## src/rtl/riscv_pkg.sv

```systemverilog
// Shared RV32I constants and fetch-stage types.
package riscv_pkg;
  localparam int          XLEN      = 32;
  localparam logic [31:0] NOP_INSTR = 32'h0000_0013;  // addi x0, x0, 0
  localparam int          RS1_MSB   = 19;
  localparam int          RS1_LSB   = 15;
  localparam int          RS2_MSB   = 24;
  localparam int          RS2_LSB   = 20;

  typedef enum logic {RUN = 1'b0, HOLD = 1'b1} fetch_state_e;
endpackage

```

## src/rtl/fetch_stage_if.sv

```systemverilog
// Fetch-stage bus: control inputs, instruction-memory port and IF/ID outputs.
interface fetch_stage_if;
  import riscv_pkg::*;

  logic            stall;
  logic            redirect_valid;
  logic [XLEN-1:0] redirect_pc;
  logic [XLEN-1:0] imem_addr;
  logic [XLEN-1:0] imem_rdata;
  logic [XLEN-1:0] IFinstr;
  logic [XLEN-1:0] IFpc;
  logic            IFvalid;
  logic [4:0]      IFrs1;
  logic [4:0]      IFrs2;

  modport master (
    input  stall, redirect_valid, redirect_pc, imem_rdata,
    output imem_addr, IFinstr, IFpc, IFvalid, IFrs1, IFrs2
  );

  modport slave (
    output stall, redirect_valid, redirect_pc, imem_rdata,
    input  imem_addr, IFinstr, IFpc, IFvalid, IFrs1, IFrs2
  );
endinterface

```

## src/rtl/fetch_hold_buf.sv

```systemverilog
// Holds the IF/ID instruction across a stall and selects what decode sees.
module fetch_hold_buf
  import riscv_pkg::*;
(
  input  logic            clk,
  input  logic            rst_n,
  input  logic            stall,
  input  logic            redirect,
  input  logic            vld_d,
  input  logic [XLEN-1:0] rdata,
  output logic [XLEN-1:0] instr
);
  fetch_state_e    state_q, state_n;
  logic [XLEN-1:0] hold_q, hold_n;

  always_ff @(posedge clk) begin
    if (!rst_n) begin
      state_q <= RUN;
      hold_q  <= NOP_INSTR;
    end else begin
      state_q <= state_n;
      hold_q  <= hold_n;
    end
  end

  // Capture only on the first stall cycle; memory output changes after that.
  always_comb begin
    state_n = state_q;
    hold_n  = hold_q;
    if (redirect) begin
      state_n = RUN;
    end else if (stall) begin
      if (state_q == RUN) begin
        hold_n  = vld_d ? rdata : NOP_INSTR;
        state_n = HOLD;
      end
    end else begin
      state_n = RUN;
    end
  end

  assign instr = (state_q == HOLD) ? hold_q : (vld_d ? rdata : NOP_INSTR);
endmodule

```

## src/rtl/fetch_stage.sv

```systemverilog
// RV32I instruction-fetch stage: PC, sync imem port, stall hold, redirect bubbles.
// Optional FETCH_PERF_CNT_EN adds fetched/stall/flush cycle counters.
module fetch_stage
  import riscv_pkg::*;
#(
  parameter logic [31:0] RESET_PC = 32'h0000_0000,
  parameter int          XLEN     = 32
) (
  input  logic          clk,
  input  logic          rst_n,
  fetch_stage_if.master bus
`ifdef FETCH_PERF_CNT_EN
  ,
  output logic [31:0]   perf_fetched,
  output logic [31:0]   perf_stall,
  output logic [31:0]   perf_flush
`endif
);
  logic [XLEN-1:0] pc_f, pc_d;
  logic            vld_d;
  logic [XLEN-1:0] instr;

  always_ff @(posedge clk) begin
    if (!rst_n) begin
      pc_f  <= RESET_PC;
      pc_d  <= RESET_PC;
      vld_d <= 1'b0;
    end else if (bus.redirect_valid) begin
      pc_f  <= bus.redirect_pc & ~XLEN'(3);
      vld_d <= 1'b0;
    end else if (!bus.stall) begin
      pc_d  <= pc_f;
      pc_f  <= pc_f + XLEN'(4);
      vld_d <= 1'b1;
    end
  end

  fetch_hold_buf u_hold (
    .clk      (clk),
    .rst_n    (rst_n),
    .stall    (bus.stall),
    .redirect (bus.redirect_valid),
    .vld_d    (vld_d),
    .rdata    (bus.imem_rdata),
    .instr    (instr)
  );

  assign bus.imem_addr = pc_f;
  assign bus.IFinstr   = instr;
  assign bus.IFpc      = pc_d;
  assign bus.IFvalid   = vld_d;
  // Bubbles report x0 so the hazard unit never stalls on them.
  assign bus.IFrs1     = vld_d ? instr[RS1_MSB:RS1_LSB] : 5'd0;
  assign bus.IFrs2     = vld_d ? instr[RS2_MSB:RS2_LSB] : 5'd0;

`ifdef FETCH_PERF_CNT_EN
  always_ff @(posedge clk) begin
    if (!rst_n) begin
      perf_fetched <= '0;
      perf_stall   <= '0;
      perf_flush   <= '0;
    end else if (bus.redirect_valid) begin
      perf_flush <= perf_flush + 32'd1;
    end else if (bus.stall) begin
      perf_stall <= perf_stall + 32'd1;
    end else if (vld_d) begin
      perf_fetched <= perf_fetched + 32'd1;
    end
  end
`endif
endmodule

```

## src/flat_wrapper.sv

```systemverilog
// flat-port wrapper written by rule: the top's interface ports become plain ports
module fetch_stage_flat import riscv_pkg::*;
#(
  parameter logic [31:0] RESET_PC = 32'h0000_0000,
  parameter int          XLEN     = 32
)
  (clk, rst_n, bus_stall, bus_redirect_valid, bus_redirect_pc, bus_imem_rdata, bus_imem_addr, bus_IFinstr, bus_IFpc, bus_IFvalid, bus_IFrs1, bus_IFrs2);
  fetch_stage_if bus_i ();
  input  logic clk;
  input  logic rst_n;
  input wire logic [$bits(bus_i.stall)-1:0] bus_stall;
  input wire logic [$bits(bus_i.redirect_valid)-1:0] bus_redirect_valid;
  input wire logic [$bits(bus_i.redirect_pc)-1:0] bus_redirect_pc;
  input wire logic [$bits(bus_i.imem_rdata)-1:0] bus_imem_rdata;
  output wire logic [$bits(bus_i.imem_addr)-1:0] bus_imem_addr;
  output wire logic [$bits(bus_i.IFinstr)-1:0] bus_IFinstr;
  output wire logic [$bits(bus_i.IFpc)-1:0] bus_IFpc;
  output wire logic [$bits(bus_i.IFvalid)-1:0] bus_IFvalid;
  output wire logic [$bits(bus_i.IFrs1)-1:0] bus_IFrs1;
  output wire logic [$bits(bus_i.IFrs2)-1:0] bus_IFrs2;
  assign bus_i.stall = bus_stall;
  assign bus_i.redirect_valid = bus_redirect_valid;
  assign bus_i.redirect_pc = bus_redirect_pc;
  assign bus_i.imem_rdata = bus_imem_rdata;
  assign bus_imem_addr = bus_i.imem_addr;
  assign bus_IFinstr = bus_i.IFinstr;
  assign bus_IFpc = bus_i.IFpc;
  assign bus_IFvalid = bus_i.IFvalid;
  assign bus_IFrs1 = bus_i.IFrs1;
  assign bus_IFrs2 = bus_i.IFrs2;
  fetch_stage #(.RESET_PC(RESET_PC), .XLEN(XLEN)) u_core (.clk(clk), .rst_n(rst_n), .bus(bus_i));
endmodule
```

## config.mk

```make
export PLATFORM = sky130hd
export DESIGN_NAME = fetch_stage_flat
export DESIGN_NICKNAME = d
export VERILOG_FILES = /design/src/rtl/riscv_pkg.sv /design/src/rtl/fetch_stage_if.sv /design/src/rtl/fetch_hold_buf.sv /design/src/rtl/fetch_stage.sv /design/src/flat_wrapper.sv
export SDC_FILE = /design/constraint.sdc
export NUM_CORES = 1
export LEC_CHECK = 0
export ABC_AREA = 1
export CAP_MARGIN = 10
export CORE_MARGIN = 2
export CORE_UTILIZATION = 46
export DETAILED_ROUTE_END_ITERATION = 10
export HOLD_SLACK_MARGIN = 0.05
export PLACE_DENSITY = 0.81
export SYNTH_ARGS = -nofsm -noshare
export SYNTH_HDL_FRONTEND = slang
export SYNTH_HIERARCHICAL = 1
export SYNTH_SLANG_ARGS = --single-unit
```

## constraint.sdc

```tcl
create_clock -name clk -period 2 [get_ports clk]
set_input_delay 0.4 -clock clk [delete_from_list [all_inputs] [get_ports clk]]
set_output_delay 0.4 -clock clk [all_outputs]
set_load 0.01 [all_outputs]
```

-- After elaboration in Yosys (flattened, before gate mapping)
Cells that the tools add are included.
- register bits after elaboration: 98
- output and inout port bits: 107
- logic and storage cells: 21
- bits of input ports: 68
- bitwise logic cells: 3
- equality and inequality tests: 1
- multiplexer cells: 7
- reduce and logical (&&, ||, !) cells: 3
- $add $sub $neg: 1
- operators with widths (kind ; count):
    32-bit two-way mux ; 4
    32-bit by 3-bit adder with 32-bit output (second input constant) ; 1
    5-bit two-way mux ; 2
    2-bit AND reduction ; 2
    1-bit NOT ; 3
    2-bit by 1-bit inequality test with 1-bit output (second input constant) ; 1
    2-bit OR reduction ; 1
    1-bit two-way mux ; 1

-- Depth between registers and ports, before layout
Gate-level depths: netlist of the first run.
- depth after elaboration: 3
- mapped depth: 10
- mapped depth without buffers: 10

-- Hierarchy
Netlist of the first run, hierarchy kept.
- by module, submodules not included (module ; area each (µm²) ; cells an instance ; times used ; sequential area each (µm²)):
    fetch_stage ; 3285.7 ; 514 ; 1 ; 1221.2
    fetch_hold_buf ; 1953.1 ; 317 ; 1 ; 660.6

-- Worst setup path after synthesis of the first run
No wires, ideal clock.
- kind: register -> output
- start point: register u_core.vld_d (netlist: u_core/bus.IFvalid)
- end point: output port bus_IFrs1[0]
- data required time: 1.600 ns
- arrival: 1.121 ns
- stages on the path, launching flop included: 6
- slack: 0.479 ns
- buffers on the path: 1
- cells stage by stage: dfxtp_1 -> clkbuf_1 -> nand3_1 -> nand2_1 -> nand2_1 -> inv_1
- word-level cells in the longest chain between the ends: 3
- RTL lines (item ; line ; source):
    start, declared ; fetch_stage.sv:20 ; logic vld_d;
    start signal, assigned ; fetch_stage.sv:27 ; vld_d <= 1'b0;
    start signal, assigned ; fetch_stage.sv:30 ; vld_d <= 1'b0;
    start signal, assigned ; fetch_stage.sv:34 ; vld_d <= 1'b1;
    32-bit two-way mux ; fetch_hold_buf.sv:42 ; assign instr = (state_q == HOLD) ? hold_q : (vld_d ? rdata : NOP_INSTR);
    32-bit two-way mux ; n/a ;
    net bus_IFinstr[15] ; flat_wrapper.sv:16 ; output wire logic [$bits(bus_i.IFinstr)-1:0] bus_IFinstr;
    5-bit two-way mux ; fetch_stage.sv:53 ; assign bus.IFrs1 = vld_d ? instr[RS1_MSB:RS1_LSB] : 5'd0;
    end, declared ; flat_wrapper.sv:19 ; output wire logic [$bits(bus_i.IFrs1)-1:0] bus_IFrs1;
The timed path passes the listed nets, and every way through them passes these cells.

-- Worst setup path in the final report of the first run
- start point: register u_core.u_hold.state_q
- end point: output port bus_IFrs1[3]
- word-level cells in the longest chain between the ends: 2
- RTL lines (item ; line ; source):
    start, declared ; fetch_hold_buf.sv:13 ; fetch_state_e state_q, state_n;
    start signal, assigned ; fetch_hold_buf.sv:21 ; state_q <= state_n;
    32-bit two-way mux ; n/a ;
    5-bit two-way mux ; fetch_stage.sv:53 ;
Every way passes these cells.

==> flow_summary.ini, run 1 <==
[run_status]
outcome = completed

[setup_path]
r2r-end = u_core/bus.imem_addr[26]
startpoint_type = flip-flop
slowest_stage = dfxtp_4
startpoint = u_core/u_hold/state_q
critical_path.top_delay_family = buffers and inverters
cp-endpoint = bus_IFrs1[3]
cp.required_ns = 1.60
critPathMaxStageDelay_ns = 0.39
crit_chain = buf_4, inv_6, nand3_1, nand2_1, nand2_1, inv_1, clkdlybuf4s15_1
critPathMostFrequentCell = nand2_1
cp-end-kind = primary output
r2r_start = u_core/bus.imem_addr[2]
reg2reg_slack_ns = 0.28
worstPathArrival_ns = 1.50
path_buf_inv = 4
worstPathMaxFanout = 11
criticalPathCategory = flip-flop to primary output
crit_cells = 7
r2r_cells = 10

[drt]
vias_per_cell = 4.900
vias = 5659
finalWirelength_um = 14850
firstDrtPassIters = 5
route.detailed.drc = 0
drt.antenna.violating_nets = 0
wl_per_cell_um = 12.86
dr.first_iter.drc_count = 381

[sta]
maxSlewViolCount = 0
period_share_pct = 94.90
finalSetupTns_ns = 0
hold_viol_final = 0
finalSetupViolations = 0
rsz0062_at_grt = no
relSlewSlack_pct = 62.33
fin_crit_ns = 1.898
worst_slew_pin_slew_ns = 0.5608
fmax_ghz = 0.5269
skew_ns = 0.007021
finalHoldWorstSlack_ns = 0.4673

[global_route]
gr-usage-all-layers_pct = 24.24
grt_pass1_vias = 5148
grt_max_degree = 43
grt_pass1_wl_um = 24950
overflow = 0
antenna_found_initial = 0

[synthesis]
synthArstFlopShare_pct = 0
synth_edf_count = 0
synth_cell_types = 38
synth_seq_area_share_pct = 35.92
synth-seq-cells = 94
yosys_warnings = 6
avgSynthCellArea_um2 = 6.304
synth_area_um2 = 5239
ys.flop_type = dfxtp_1
synth_cells = 831

[finish]
area.growth.synth_to_final_pct = 44.71
drive_above_1_share_pct = 8.966
fin_util_pct = 69.02
layout_common_cells = nand2_1, inv_1, clkdlybuf4s50_1
instances_no_fill = 1155
final_common_cell = nand2_1
nets = 1079
n_antenna_cell = 0

[clocking]
clock_path_buffers = 2
numClockSinks = 94
cts_buffers = 9
root_buffer = clkbuf_16
clkTransAtPathRegs_ns = 0.07
cts_tree = done
insertion_delay_ns = 0.33
cts_hold_buf = 0
cts_max_level = 3

[floorplanning]
die_h_um = 110.7
die_w_um = 110.7
io_pins = 175
die_area_um2 = 12260
design.core.area_um2 = 10980
initial_core_util_pct = 47.70
rows = 38

[power_and_ir_drop]
leakage_nw = 3.787
ir_drop_v = 0.0004276
p_per_area_nw_per_um2 = 616.4
power_mw = 4.673

[place]
io_buffers = 168
gp_congestion = 0.8769
dp.final_hpwl_um = 10250
dp_cells = 1134

[job]
max_cap_violations = 0

[worst_hold_path]
worstHoldPathType = flip-flop to flip-flop
## how the worst min path moves through the flow
| stage | from | to | cells past startpoint |
|---|---|---|---|
| floorplan | u_core/u_hold/hold_q[0] | u_core/u_hold/hold_q[0] | 2 |
| global placement | u_core/u_hold/hold_q[0] | u_core/u_hold/hold_q[0] | 2 |
| detailed placement | u_core/bus.IFpc[18] | u_core/bus.IFpc[18] | 2 |
| CTS | u_core/bus.IFpc[18] | u_core/bus.IFpc[18] | 2 |
| global route | u_core/bus.IFpc[18] | u_core/bus.IFpc[18] | 2 |
| finish | u_core/bus.IFpc[31] | u_core/bus.IFpc[31] | 2 |
## kinds of logic after synthesis
| group | after synthesis | synth area share (%) |
|---|---|---|
| AO/OA/AOI/OAI | 101 | 10.44 |
| adder cells (fa/ha/maj) | 1 | 0.2388 |
| buffers and inverters | 184 | 14.59 |
| flip-flops | 94 | 35.92 |
| other | 1 | 0.07158 |
| AND/OR/NAND/NOR | 450 | 38.74 |
## sequential cells by signal (all words and copies together) (netlist names)
name and cells:
u_core/u_hold/state_q 1, u_core/u_hold/hold_q 32, u_core/bus.IFpc 30, u_core/bus.imem_addr 30, u_core/bus.IFvalid 1
## where the power goes
part / internal [mW] / switching (mW)
combinational: 0.453 / 0.427
sequential: 1.98 / 0.0909
clock: 1.00 / 0.716
total: 3.44 / 1.23
## stage by stage
step	cell area, um^2	worst slack (ns)
after floorplan	5250	0.4787
after global placement	7208	-0.08770
after detailed placement	7208	-0.09469
after CTS	7577	0.03333
after global routing	7581	0.01008
final	7581	0.1021
## layer usage
layer / share of wire (%) / track usage, % / wire (um)
met1: 44 / 32.22 / 6595
met2: 47 / 39.84 / 6993
met3: 7.3 / 4.647 / 1079
met4: 1.2 / 7.583 / 180
met5: 0 / 0 / 0
## Yosys cell counts, types with 2 or more instances
| cell type | number | area (um^2) |
|---|---|---|
| a211oi_1 | 2 | 15.01 |
| a21boi_0 | 3 | 22.52 |
| a21oi_1 | 45 | 225.2 |
| a22o_1 | 2 | 17.52 |
| a22oi_1 | 2 | 15.01 |
| buf_2 | 24 | 120.1 |
| buf_4 | 4 | 30.03 |
| buf_6 | 2 | 22.52 |
| clkbuf_1 | 10 | 37.54 |
| dfxtp_1 | 94 | 1882 |
| inv_1 | 135 | 506.7 |
| inv_2 | 5 | 18.77 |
| nand2_1 | 217 | 814.5 |
| nand2_2 | 2 | 12.51 |
| nand3_1 | 94 | 470.5 |
| nand3_2 | 12 | 120.1 |
| nand3_4 | 2 | 35.03 |
| nand3b_1 | 6 | 45.04 |
| nand4_1 | 5 | 31.28 |
| nor2_1 | 89 | 334.1 |
| nor2_2 | 5 | 31.28 |
| nor2_4 | 6 | 67.56 |
| nor3_1 | 10 | 50.05 |
| o21ai_0 | 35 | 175.2 |
| o21ai_1 | 7 | 35.03 |
## layout make-up
| class | count | area (um^2) |
|---|---|---|
| flip-flops and latches | 94 | 1889 |
| well taps | 140 | 175.2 |
| multi-input cells | 556 | 2604 |
| repair buffers | 206 | 2057 |
| clock inverters | 5 | 58.81 |
| fillers | 971 | 3402 |
| repair inverters | 1 | 8.758 |
| clock buffers | 11 | 242.7 |
| inverters | 142 | 545.5 |
## worst register-to-register path: stages, from the launching register on
cell     delay, ns
dfxtp_1       0.42
ha_1          0.23
nand2_2       0.09
nor2_4        0.21
nand3_4       0.15
nor2_4        0.20
nand3_1       0.10
nand2_1       0.08
nand3_1       0.06
nand2_1       0.07
inv_1         0.04
## timing repair
| action | in CTS | in global routing |
|---|---|---|
| resized for setup | 55 | 2 |
| setup buffers | 2 | 0 |
| endpoints found under the setup margin | 42 | 2 |
| pin swaps | 0 | 0 |
| cloned | 3 | 0 |
Note: power is estimated with default switching activity, not from simulation.
==> run 2, diff against run 1 <==
--- a/config.mk
+++ b/config.mk
@@ -6,11 +6,10 @@
 export NUM_CORES = 1
 export LEC_CHECK = 0
 export ABC_AREA = 1
-export CAP_MARGIN = 10
+export CAP_MARGIN = 20
 export CORE_MARGIN = 2
 export CORE_UTILIZATION = 46
 export DETAILED_ROUTE_END_ITERATION = 10
-export HOLD_SLACK_MARGIN = 0.05
 export PLACE_DENSITY = 0.81
 export SYNTH_ARGS = -nofsm -noshare
 export SYNTH_HDL_FRONTEND = slang
==> results of run 2 <==
Same layout as run 1: the final DEF is identical, and so are final timing and power.
==> run 3, diff against run 2 <==
--- a/config.mk
+++ b/config.mk
@@ -8,9 +8,10 @@
 export ABC_AREA = 1
 export CAP_MARGIN = 20
 export CORE_MARGIN = 2
-export CORE_UTILIZATION = 46
+export CORE_UTILIZATION = 48
+export CTS_BUF_LIST = sky130_fd_sc_hd__clkbuf_4 sky130_fd_sc_hd__clkbuf_8
 export DETAILED_ROUTE_END_ITERATION = 10
-export PLACE_DENSITY = 0.81
+export PLACE_DENSITY = 0.84
 export SYNTH_ARGS = -nofsm -noshare
 export SYNTH_HDL_FRONTEND = slang
 export SYNTH_HIERARCHICAL = 1
==> flow_summary.ini, run 3 (synthesis gave the netlist of run 1 again) <==
[clocking]
clock_path_buffers = 2
insertion_delay_ns = 0.36
clkTransAtPathRegs_ns = 0.08
cts_hold_buf = 0
cts_tree = done
root_buffer = clkbuf_8
numClockSinks = 94
cts_max_level = 3
cts_buffers = 9

[floorplanning]
die_area_um2 = 11770
io_pins = 175
rows = 38
die_w_um = 108.5
design.core.area_um2 = 10750
die_h_um = 108.5
initial_core_util_pct = 48.75

[power_and_ir_drop]
leakage_nw = 3.979
power_mw = 4.116
power_frac_seq_pct = 50.4
p_comb_share_pct = 21.6
p_int_mw = 2.937
power.switching_mw = 1.179
swShare_pct = 28.65
clockPowerShare_pct = 28.0
p_per_area_nw_per_um2 = 546.9
ir_drop_v = 0.0003013

[setup_path]
criticalPathCategory = flip-flop to primary output
cp-end-kind = primary output
worstPathMaxFanout = 15
path_buf_inv = 2
r2r_cells = 10
cp.required_ns = 1.60
worstPathArrival_ns = 1.53
reg2reg_slack_ns = 0.25
r2r-end = u_core/bus.imem_addr[26]
cp-endpoint = bus_IFinstr[0]
slowest_stage = dfxtp_4
crit_cells = 4
critical_path.top_delay_family = buffers and inverters
crit_chain = buf_12, nand2_1, a21boi_1, dlygate4sd2_1
critPathMaxStageDelay_ns = 0.39
startpoint_type = flip-flop
startpoint = u_core/u_hold/state_q
r2r_start = u_core/bus.imem_addr[2]

[sta]
setup_slack_ns = 0.06937
finalSetupViolations = 0
rsz0062_at_grt = no
maxSlewViolCount = 0
fin_crit_ns = 1.931
skew_ns = 0.007560
relSlewSlack_pct = 61.73
worst_slew_pin_slew_ns = 0.5696
hold_viol_final = 0
fmax_ghz = 0.5180
period_share_pct = 96.53

[drt]
vias_per_cell = 4.999
dr.first_iter.drc_count = 419
firstDrtPassIters = 5
drt.antenna.violating_nets = 0
route.detailed.drc = 0
vias = 5769
wl_per_cell_um = 13.20
finalWirelength_um = 15230

[finish]
multi_input_area_um2 = 2611
instances_no_fill = 1154
largest_reg_flops = 32
nets = 1080
area.growth.synth_to_final_pct = 43.66
final_common_cell = nand2_1
top_register = u_core/u_hold/hold_q
drive_above_1_share_pct = 8.974
n_antenna_cell = 0
register_area_um2 = 1889
layout_common_cells = nand2_1, inv_1, clkdlybuf4s50_1
fillerInstances = 914

[job]
max_cap_violations = 0

[global_route]
grt_pass1_vias = 5000
gr-usage-all-layers_pct = 25.47
grt_max_degree = 45
grt_pass1_wl_um = 23930
overflow = 0
antenna_found_initial = 0

[worst_hold_path]
worstHoldPathType = flip-flop to flip-flop

[place]
io_buffers = 168
preCtsSetupSlack_ns = -0.1786
dp_cells = 1136
dp.final_hpwl_um = 10670
gp_congestion = 0.8908

[run_status]
outcome = completed
==> run 3: cell types whose count changed in the layout (fill, tap and decap cells not counted), moves of 2 or more <==
cell / previous run / this run
a21boi_0: 3 / 1
clkbuf_8: 1 / 10
clkbuf_16: 9 / 0
a21boi_1: 0 / 2
clkbuf_4: 0 / 2
dlymetal6s2s_1: 1 / 20
clkinvlp_4: 2 / 0
dlygate4sd2_1: 40 / 21
buf_12: 7 / 10
==> run 3: worst register-to-register path: cells and delay by family, from the launching register on <==
kind	cells	cell delay [ns]
AND/OR/NAND/NOR	8	0.96
buffers and inverters	1	0.04
adder cells (fa/ha/maj)	1	0.22
flip-flops	1	0.44
==> run 3: final cells by class <==
cell class	count	share of cell area (%)
inverters	142	7.249
multi-input cells	556	34.70
clock buffers	12	2.028
clock inverters	2	0.1330
flip-flops and latches	94	25.10
well taps	140	2.328
repair buffers	208	28.46
==> run 3: how the worst min path moves through the flow <==
stage                     slack, ns                     from                 endpoint  cells after the start
final                          0.47      u_core/bus.IFpc[18]      u_core/bus.IFpc[18]                      2
after global routing           0.51      u_core/bus.IFpc[18]      u_core/bus.IFpc[18]                      2
after CTS                      0.47      u_core/bus.IFpc[18]      u_core/bus.IFpc[18]                      2
after detailed placement       0.46      u_core/bus.IFpc[18]      u_core/bus.IFpc[18]                      2
after global placement         0.45  u_core/u_hold/hold_q[4]  u_core/u_hold/hold_q[4]                      2
after floorplan                0.44  u_core/u_hold/hold_q[0]  u_core/u_hold/hold_q[0]                      2
==> run 3: timing repair <==
| item | 4_1_cts | 5_1_grt |
|---|---|---|
| resized for setup | 38 | 25 |
| setup endpoints to repair | 43 | 20 |
| buffers inserted | 3 | 1 |
==> run 3: routing by layer <==
metal	GRT usage, %	routed length, um
met1	31.34	6349
met2	43.57	7239
met3	6.028	1431
met4	8.608	212
met5	0	0
==> run 3: power by group through the flow <==
stage	registers (mW)	clock network, mW	logic, mW
2_1_floorplan	2.13	0	0.393
3_3_place_gp	2.11	0	0.870
3_5_place_dp	2.12	0	0.883
4_1_cts	2.07	1.19	0.886
5_1_grt	2.09	1.26	0.973
6_report	2.07	1.15	0.888
==> run 3: stage by stage <==
step	cell area [um^2]	hold slack, ns	util [%]	setup TNS [ns]
floorplan	5250	0.4407	-	0
global placement	7248	0.4480	67.45	-1.097
detailed placement	7248	0.4581	67.45	-1.335
CTS	7448	0.4712	69.32	-2.312
global route	7526	0.5055	70.04	0
finish	7526	0.4673	70.04	0
